## src/rtl/dm_arbiter.sv

```systemverilog
// dm_arbiter: shares one data-memory port between the CPU load/store path
// and a debug/loader port. CPU has priority; DBG has a starvation limit
// and a lockable burst mode.
// Ports: clk, rst_arb (sync, active-high);
//   cpu_req/we/addr/wdata -> cpu_ack/rdata/stall;
//   dbg_req/we/lock/addr/wdata -> dbg_ack/rdata;
//   mem_addr/wdata/we -> memory, mem_rdata <- memory (comb read);
//   grant_dbg = current grant is DBG.
module dm_arbiter #(
  parameter int ADDR_W    = 32,
  parameter int DATA_W    = 32,
  parameter int MAX_WAIT  = 4,
  parameter int MAX_BURST = 8
) (
  input  logic              clk,
  input  logic              rst_arb,
  input  logic              cpu_req,
  input  logic              cpu_we,
  input  logic [ADDR_W-1:0] cpu_addr,
  input  logic [DATA_W-1:0] cpu_wdata,
  output logic              cpu_ack,
  output logic [DATA_W-1:0] cpu_rdata,
  output logic              cpu_stall,
  input  logic              dbg_req,
  input  logic              dbg_we,
  input  logic              dbg_lock,
  input  logic [ADDR_W-1:0] dbg_addr,
  input  logic [DATA_W-1:0] dbg_wdata,
  output logic              dbg_ack,
  output logic [DATA_W-1:0] dbg_rdata,
  output logic [ADDR_W-1:0] mem_addr,
  output logic [DATA_W-1:0] mem_wdata,
  output logic              mem_we,
  input  logic [DATA_W-1:0] mem_rdata,
  output logic              grant_dbg
);

  typedef enum logic [1:0] {
    S_IDLE,
    S_CPU,
    S_DBG
  } state_t;

  localparam int WW = $clog2(MAX_WAIT + 1);
  localparam int BW = $clog2(MAX_BURST + 1);
  localparam logic [WW-1:0] W_MAX = WW'(MAX_WAIT);
  localparam logic [BW-1:0] B_MAX = BW'(MAX_BURST);

  state_t        state, state_nx;
  logic [WW-1:0] wait_cnt, wait_nx;
  logic [BW-1:0] burst_cnt, burst_nx;
  logic          dbg_force, dbg_keep;

  always_ff @(posedge clk) begin
    if (rst_arb) begin
      state     <= S_IDLE;
      wait_cnt  <= '0;
      burst_cnt <= '0;
    end else begin
      state     <= state_nx;
      wait_cnt  <= wait_nx;
      burst_cnt <= burst_nx;
    end
  end

  always_comb begin
    cpu_ack   = 1'b0;
    dbg_ack   = 1'b0;
    cpu_rdata = '0;
    dbg_rdata = '0;
    mem_addr  = '0;
    mem_wdata = '0;
    mem_we    = 1'b0;
    if (!rst_arb) begin
      unique case (state)
        S_CPU: begin
          cpu_ack   = cpu_req;
          cpu_rdata = mem_rdata;
          mem_addr  = cpu_addr;
          mem_wdata = cpu_wdata;
          mem_we    = cpu_we & cpu_req;
        end
        S_DBG: begin
          dbg_ack   = dbg_req;
          dbg_rdata = mem_rdata;
          mem_addr  = dbg_addr;
          mem_wdata = dbg_wdata;
          mem_we    = dbg_we & dbg_req;
        end
        default: ;
      endcase
    end
  end

  assign cpu_stall = cpu_req & ~cpu_ack;
  assign grant_dbg = (state == S_DBG) & ~rst_arb;

  // A DBG access being served this cycle is not pending, so the
  // starvation override only fires for a still-waiting request.
  assign dbg_force = dbg_req & ~dbg_ack & (wait_cnt >= W_MAX);
  assign dbg_keep  = (state == S_DBG) & dbg_lock & dbg_req
                   & (~cpu_req | (burst_cnt < B_MAX));

  always_comb begin
    state_nx = S_IDLE;
    if (dbg_force)    state_nx = S_DBG;
    else if (dbg_keep) state_nx = S_DBG;
    else if (cpu_req) state_nx = S_CPU;
    else if (dbg_req) state_nx = S_DBG;
  end

  always_comb begin
    wait_nx = wait_cnt;
    if (dbg_ack | ~dbg_req)   wait_nx = '0;
    else if (wait_cnt < W_MAX) wait_nx = wait_cnt + WW'(1);
  end

  // Counts consecutive DBG grant cycles, including the entry grant,
  // so a locked burst yields at most MAX_BURST accesses to a waiting CPU.
  always_comb begin
    burst_nx = burst_cnt;
    if (state_nx != S_DBG)      burst_nx = '0;
    else if (burst_cnt < B_MAX) burst_nx = burst_cnt + BW'(1);
  end

endmodule

```

## config.mk

```make
export PLATFORM = sky130hd
export DESIGN_NAME = dm_arbiter
export DESIGN_NICKNAME = d
export VERILOG_FILES = /design/src/rtl/dm_arbiter.sv
export SDC_FILE = /design/constraint.sdc
export NUM_CORES = 1
export LEC_CHECK = 0
export ABC_AREA = 1
export CAP_MARGIN = 20
export CORE_AREA = 2 2 117 119
export CTS_BUF_LIST = sky130_fd_sc_hd__clkbuf_4 sky130_fd_sc_hd__clkbuf_8
export DETAILED_ROUTE_END_ITERATION = 6
export DIE_AREA = 0 0 119 121
export GPL_ROUTABILITY_DRIVEN = 0
export MAX_ROUTING_LAYER = met4
export PLACE_DENSITY_LB_ADDON = 0.25
export SLEW_MARGIN = 10
export SYNTH_ARGS = -nofsm -noshare
export SYNTH_HDL_FRONTEND = slang
export SYNTH_SLANG_ARGS = --single-unit
```

## constraint.sdc

```tcl
create_clock -name clk -period 3 [get_ports clk]
set_input_delay 0.45 -clock clk [delete_from_list [all_inputs] [get_ports clk]]
set_output_delay 0.45 -clock clk [all_outputs]
set_load 0.01 [all_outputs]
```

* Word level (Yosys, flattened, before mapping)
Cells that the tools add are included.
** Operators by class
- Add/sub/neg operators :: 2
- Multipliers :: 0
- Div/mod/pow operators :: 0
- Magnitude comparators :: 3
- Equal/unequal tests :: 3
- Shift operators :: 0
- Muxes and demuxes :: 18
- Bitwise operators :: 16
- Reductions and logical operators :: 2
** Operators with widths (number)
- $mux 32 :: 6
- $pmux 32 s2 :: 2
- $and 1x1->1 :: 9
- $mux 2 :: 4
- $mux 1 :: 5
- $not 1->1 :: 5
- $add 4x1->4 const B :: 1
- $lt 4x4->1 const B :: 1
- $reduce_or 2->1 :: 2
- $add 3x1->3 const B :: 1
- $ge 3x3->1 const B :: 1
- $lt 3x3->1 const B :: 1
- $eq 2x1->1 const B :: 1
- $eq 2x2->1 const B :: 1
- $ne 2x2->1 const B :: 1
- $or 1x1->1 :: 2
- $pmux 1 s2 :: 1
** Word-level totals
- Bits in registers :: 9
- Latch bits :: 0
- Bits in writable memories :: 0
- Bits in read-only memories :: 0
- Input bits :: 167
- Output and inout port bits :: 133
- Word-level logic and storage cells :: 47
- Memories kept :: 0

* Depth between registers and ports, before layout
- Depth after elaboration :: 9
- Gate-level depth with buffers :: 8
- Mapped depth without buffers :: 8

* Least setup slack after synthesis
OpenSTA, ideal clock, no wires.
- Path type :: reg2out
- Start :: reg state[0]
- End :: out mem_addr[0]
- Arrival time :: 1.263 ns
- Required time :: 2.550 ns
- Slack :: 1.287 ns
- Cell stages (with the launch flop) :: 7
- Buffers on the path :: 2
- Cell sequence :: dfxtp_1 inv_1 ha_1 or2_1 buf_6 buf_6 a21oi_2
** On the way
- Cells in the longest elaborated chain, start to end :: 3
- Elaborated cells on any way between the ends :: 4
- Classes of those cells :: eq/ne: 2; mux: 2
** Ends and longest elaborated chain
- start: declaration :: RTL line 49 : state_t state, state_nx;
- start signal: assignment :: RTL line 60 : state <= state_nx;
- $eq 2x2->1 / $eq 2x1->1 (equally long branches) :: RTL line 75 : unique case (state)
- $pmux 32 s2 (*) :: RTL line 75
- $mux 32 (*) :: RTL line 74 : if (!rst_arb) begin
- end: declaration :: RTL line 31 : output logic [ADDR_W-1:0] mem_addr,
Mark *: on every way between the ends. The rest lies on a longest branch, timed or not.

* Final worst setup path
- Start :: in rst_arb
- End :: out mem_wdata[3]
** On the way
- Cells in the longest elaborated chain, start to end :: 1
** Ends and longest elaborated chain
- start: declaration :: RTL line 16 : input logic rst_arb,
- $mux 32 :: RTL line 74
- end: declaration :: RTL line 32 : output logic [DATA_W-1:0] mem_wdata,
No other way between the ends.

==> impl_metrics.csv <==
group,metric,value,unit
worst_setup_path,reg2regPathDepth,8,
final_layout,final_common_cell,"sky130_fd_sc_hd__clkdlybuf4s50_1",
floorplan,die_area,0.0144,mm2
detailed_routing,via_per_inst,3.95,
worst_setup_path,required_time_of_the_critical_path,2.55,ns
placement,placement.setup.worst_slack,0.358,ns
clock_tree,cts_setup_buffers,0,
run,number_of_max_cap_violations,0,
sta,timing.slew.headroom,0.767,
sta,hold_violations,0,
sta,report.final.slew_viol_count,0,
clock_tree,cts_resized,0,
detailed_routing,dr.pass1.iters,4,
logic_synthesis,synth.distinct_cells,17,
final_layout,fillers,1349,
logic_synthesis,post_synth_inst_count,373,
pwr,leakage_power_of_the_design,1.87,nW
logic_synthesis,postSynthAreaPerCell,5.27,um2
logic_synthesis,syn_nets,544,
sta,fin_ws,0.352,ns
worst_setup_path,critical_path_class,"input port to output port",
final_layout,diodes,0,
clock_tree,tritoncts,"yes",
pwr,total_power,0.000752,W
global_route,grt_remaining_overflow,0,
clock_tree,cts.root.buffer_cell,"sky130_fd_sc_hd__clkbuf_8",
global_route,global_router_s_overall_resource_usage,0.141,
global_route,grt_first_pass_wirelength,16300,um
hold_path,hold_path.startpoint,"wait_cnt[1]",
clock_tree,clkSinkCount,9,
hold_path,min_to,"wait_cnt[1]",
clock_tree,numCtsBuffers,3,
sta,worst_clock_skew,0.00214,ns
global_route,number_of_antenna_violations_at_the_first_check_in_global_routing,0,
logic_synthesis,netlist_area,0.00197,mm2
clock_tree,cts_htree_levels,1,
floorplan,placeableCoreArea,0.0131,mm2
sta,timing.fmax,378,MHz
clock_tree,holdBufCountCts,0,
pwr,power_per_cell_area,145,mW/mm2
worst_setup_path,crit-reg2reg-launch,"state[0]",
sta,final.setup.tns,0,ns
worst_setup_path,critical_path.max_fanout,24,
floorplan,die_width,119,um
sta,rsz0062_at_grt,"no",
final_layout,post_route_cells_drive_above_1_share,0.0992,
detailed_routing,first_iter_violations,151,
final_layout,design.final.nets,827,
sta,finalCritPeriodShare,0.883,
sta,worst_slew_pin_slew,0.349,ns
outcome,status,"finished, final reports clean",
pwr,vdd_drop_max,0.179,mV
placement,port_buffers,299,
clock_tree,path_clk_slew,0.04,ns
sta,finalCriticalPeriod,2.65,ns
detailed_routing,avgRoutedWirePerCell,13.2,um
worst_setup_path,worst_r2r_endpoint,"burst_cnt[1]",
detailed_routing,routed-via-count,3282,
logic_synthesis,sequential_cell_area_fraction_in_the_yosys_report,0.0917,
floorplan,boundaryPins,300,
worst_setup_path,arrival,2.20,ns
clock_tree,max-clock-path-buffers,2,
worst_setup_path,worst_setup_path_start_kind,"input port",
floorplan,die_h,121,um
hold_path,worst_hold_path_type,"flop to flop",
detailed_routing,postRouteWirelength,11000,um
floorplan,std_cell_rows,42,
logic_synthesis,yosys_warnings,0,
detailed_routing,remaining_drc_errors,0,
hold_path,worstHoldPathCells,2,
sta,setup-violations-final,0,
placement,hpwlAfterDp,8920,um
final_layout,area.growth.synth_to_final,163,%
worst_setup_path,rrSetupSlack,1.65,ns
detailed_routing,antenna_violating_nets_post_route,0,
final_layout,final_cell_mix,"299 x sky130_fd_sc_hd__clkdlybuf4s50_1, 133 x sky130_fd_sc_hd__nand2_1, 77 x sky130_fd_sc_hd__nor2_1",
global_route,first_global_vias,3112,
worst_setup_path,end_kind,"output port",
logic_synthesis,ys_seq_elements,9,
global_route,largest_net_degree_at_the_start_of_global_routing,65,
clock_tree,clk_latency,0.23,ns
floorplan,floorplan.initialDensity,0.150,
## how the worst max path moves through the flow
stage          startpoint             to  slack (ns)  depth (start not counted)
2_1_floorplan    state[0]    mem_addr[0]        1.29                          6
3_3_place_gp      rst_arb   mem_addr[26]        0.37                          5
3_5_place_dp      rst_arb  mem_wdata[23]        0.36                          5
4_1_cts           rst_arb  mem_wdata[23]        0.36                          5
5_1_grt           rst_arb   mem_wdata[3]        0.27                          5
6_report          rst_arb   mem_wdata[3]        0.35                          5
## stage by stage
step | instances | cell area [um2] | hold WS (ns) | utilization
finish | 831 | 5170 | 0.520 | 0.395
global route | 831 | 5170 | 0.585 | 0.395
CTS | 831 | 5170 | 0.520 | 0.395
detailed placement | 827 | 5120 | 0.508 | 0.391
global placement | 827 | 5120 | 0.477 | 0.391
floorplan | 373 | 1970 | 0.468 | -
## registers in the layout, indices dropped and copies added (netlist names)
signal     count
wait_cnt       3
burst_cnt      4
state          2
## Yosys cell counts
cell                       number  area (um2)
sky130_fd_sc_hd__buf_6          6        67.6
sky130_fd_sc_hd__a31oi_1        1        6.26
sky130_fd_sc_hd__dfxtp_1        9         180
sky130_fd_sc_hd__buf_2         20         100
sky130_fd_sc_hd__clkbuf_1       1        3.75
sky130_fd_sc_hd__nand2_2        2        12.5
sky130_fd_sc_hd__a21oi_1       15        75.1
sky130_fd_sc_hd__inv_1         43         161
sky130_fd_sc_hd__nand3_1        6        30.0
sky130_fd_sc_hd__nand2_1      133         499
sky130_fd_sc_hd__nor2_1        77         289
sky130_fd_sc_hd__xnor2_1        1        8.76
sky130_fd_sc_hd__a21oi_2       50         438
sky130_fd_sc_hd__mux2i_1        2        20.0
sky130_fd_sc_hd__ha_1           4        50.1
sky130_fd_sc_hd__xor2_1         2        17.5
sky130_fd_sc_hd__or2_1          1        6.26
## worst max-delay path: stages
cell                              delay [ns]
sky130_fd_sc_hd__clkdlybuf4s50_1        0.47
sky130_fd_sc_hd__or2_4                  0.36
sky130_fd_sc_hd__buf_12                 0.19
sky130_fd_sc_hd__a21oi_1                0.16
sky130_fd_sc_hd__clkdlybuf4s50_1        0.56
## power breakdown
part	leakage [nW]	switching (W)	internal, W
registers	0.0734	0.00000284	0.000124
logic	1.77	0.000183	0.000295
clock network	0.0262	0.0000454	0.000101
## cell type report
cell class / count / area [um2] / area share
Sequential cell: 9 / 180 / 0.0348
Multi-Input combinational cell: 294 / 1460 / 0.282
Clock buffer: 4 / 48.8 / 0.00944
Inverter: 43 / 161 / 0.0312
Timing Repair Buffer: 305 / 3100 / 0.600
Tap cell: 176 / 220 / 0.0426
## metal layers
metal / up-vias / track usage / routed length, um
met5: - / - / 0
met4: 0 / 0.0283 / 213
met3: 16 / 0.0197 / 697
met2: 135 / 0.254 / 5640
met1: 1436 / 0.168 / 4420
li1: 1695 / - / -
## cells by family after synthesis
family,after synthesis,share of synthesized area
and+or+nand+nor,219,0.426
buffers and inverters,70,0.169
muxes,2,0.0102
xor gates and xnor gates,3,0.0134
adders and majority gates,4,0.0255
DFF,9,0.0917
AOI/OAI and AO/OA,66,0.264
No activity file was read; power rests on OpenSTA's default activity.
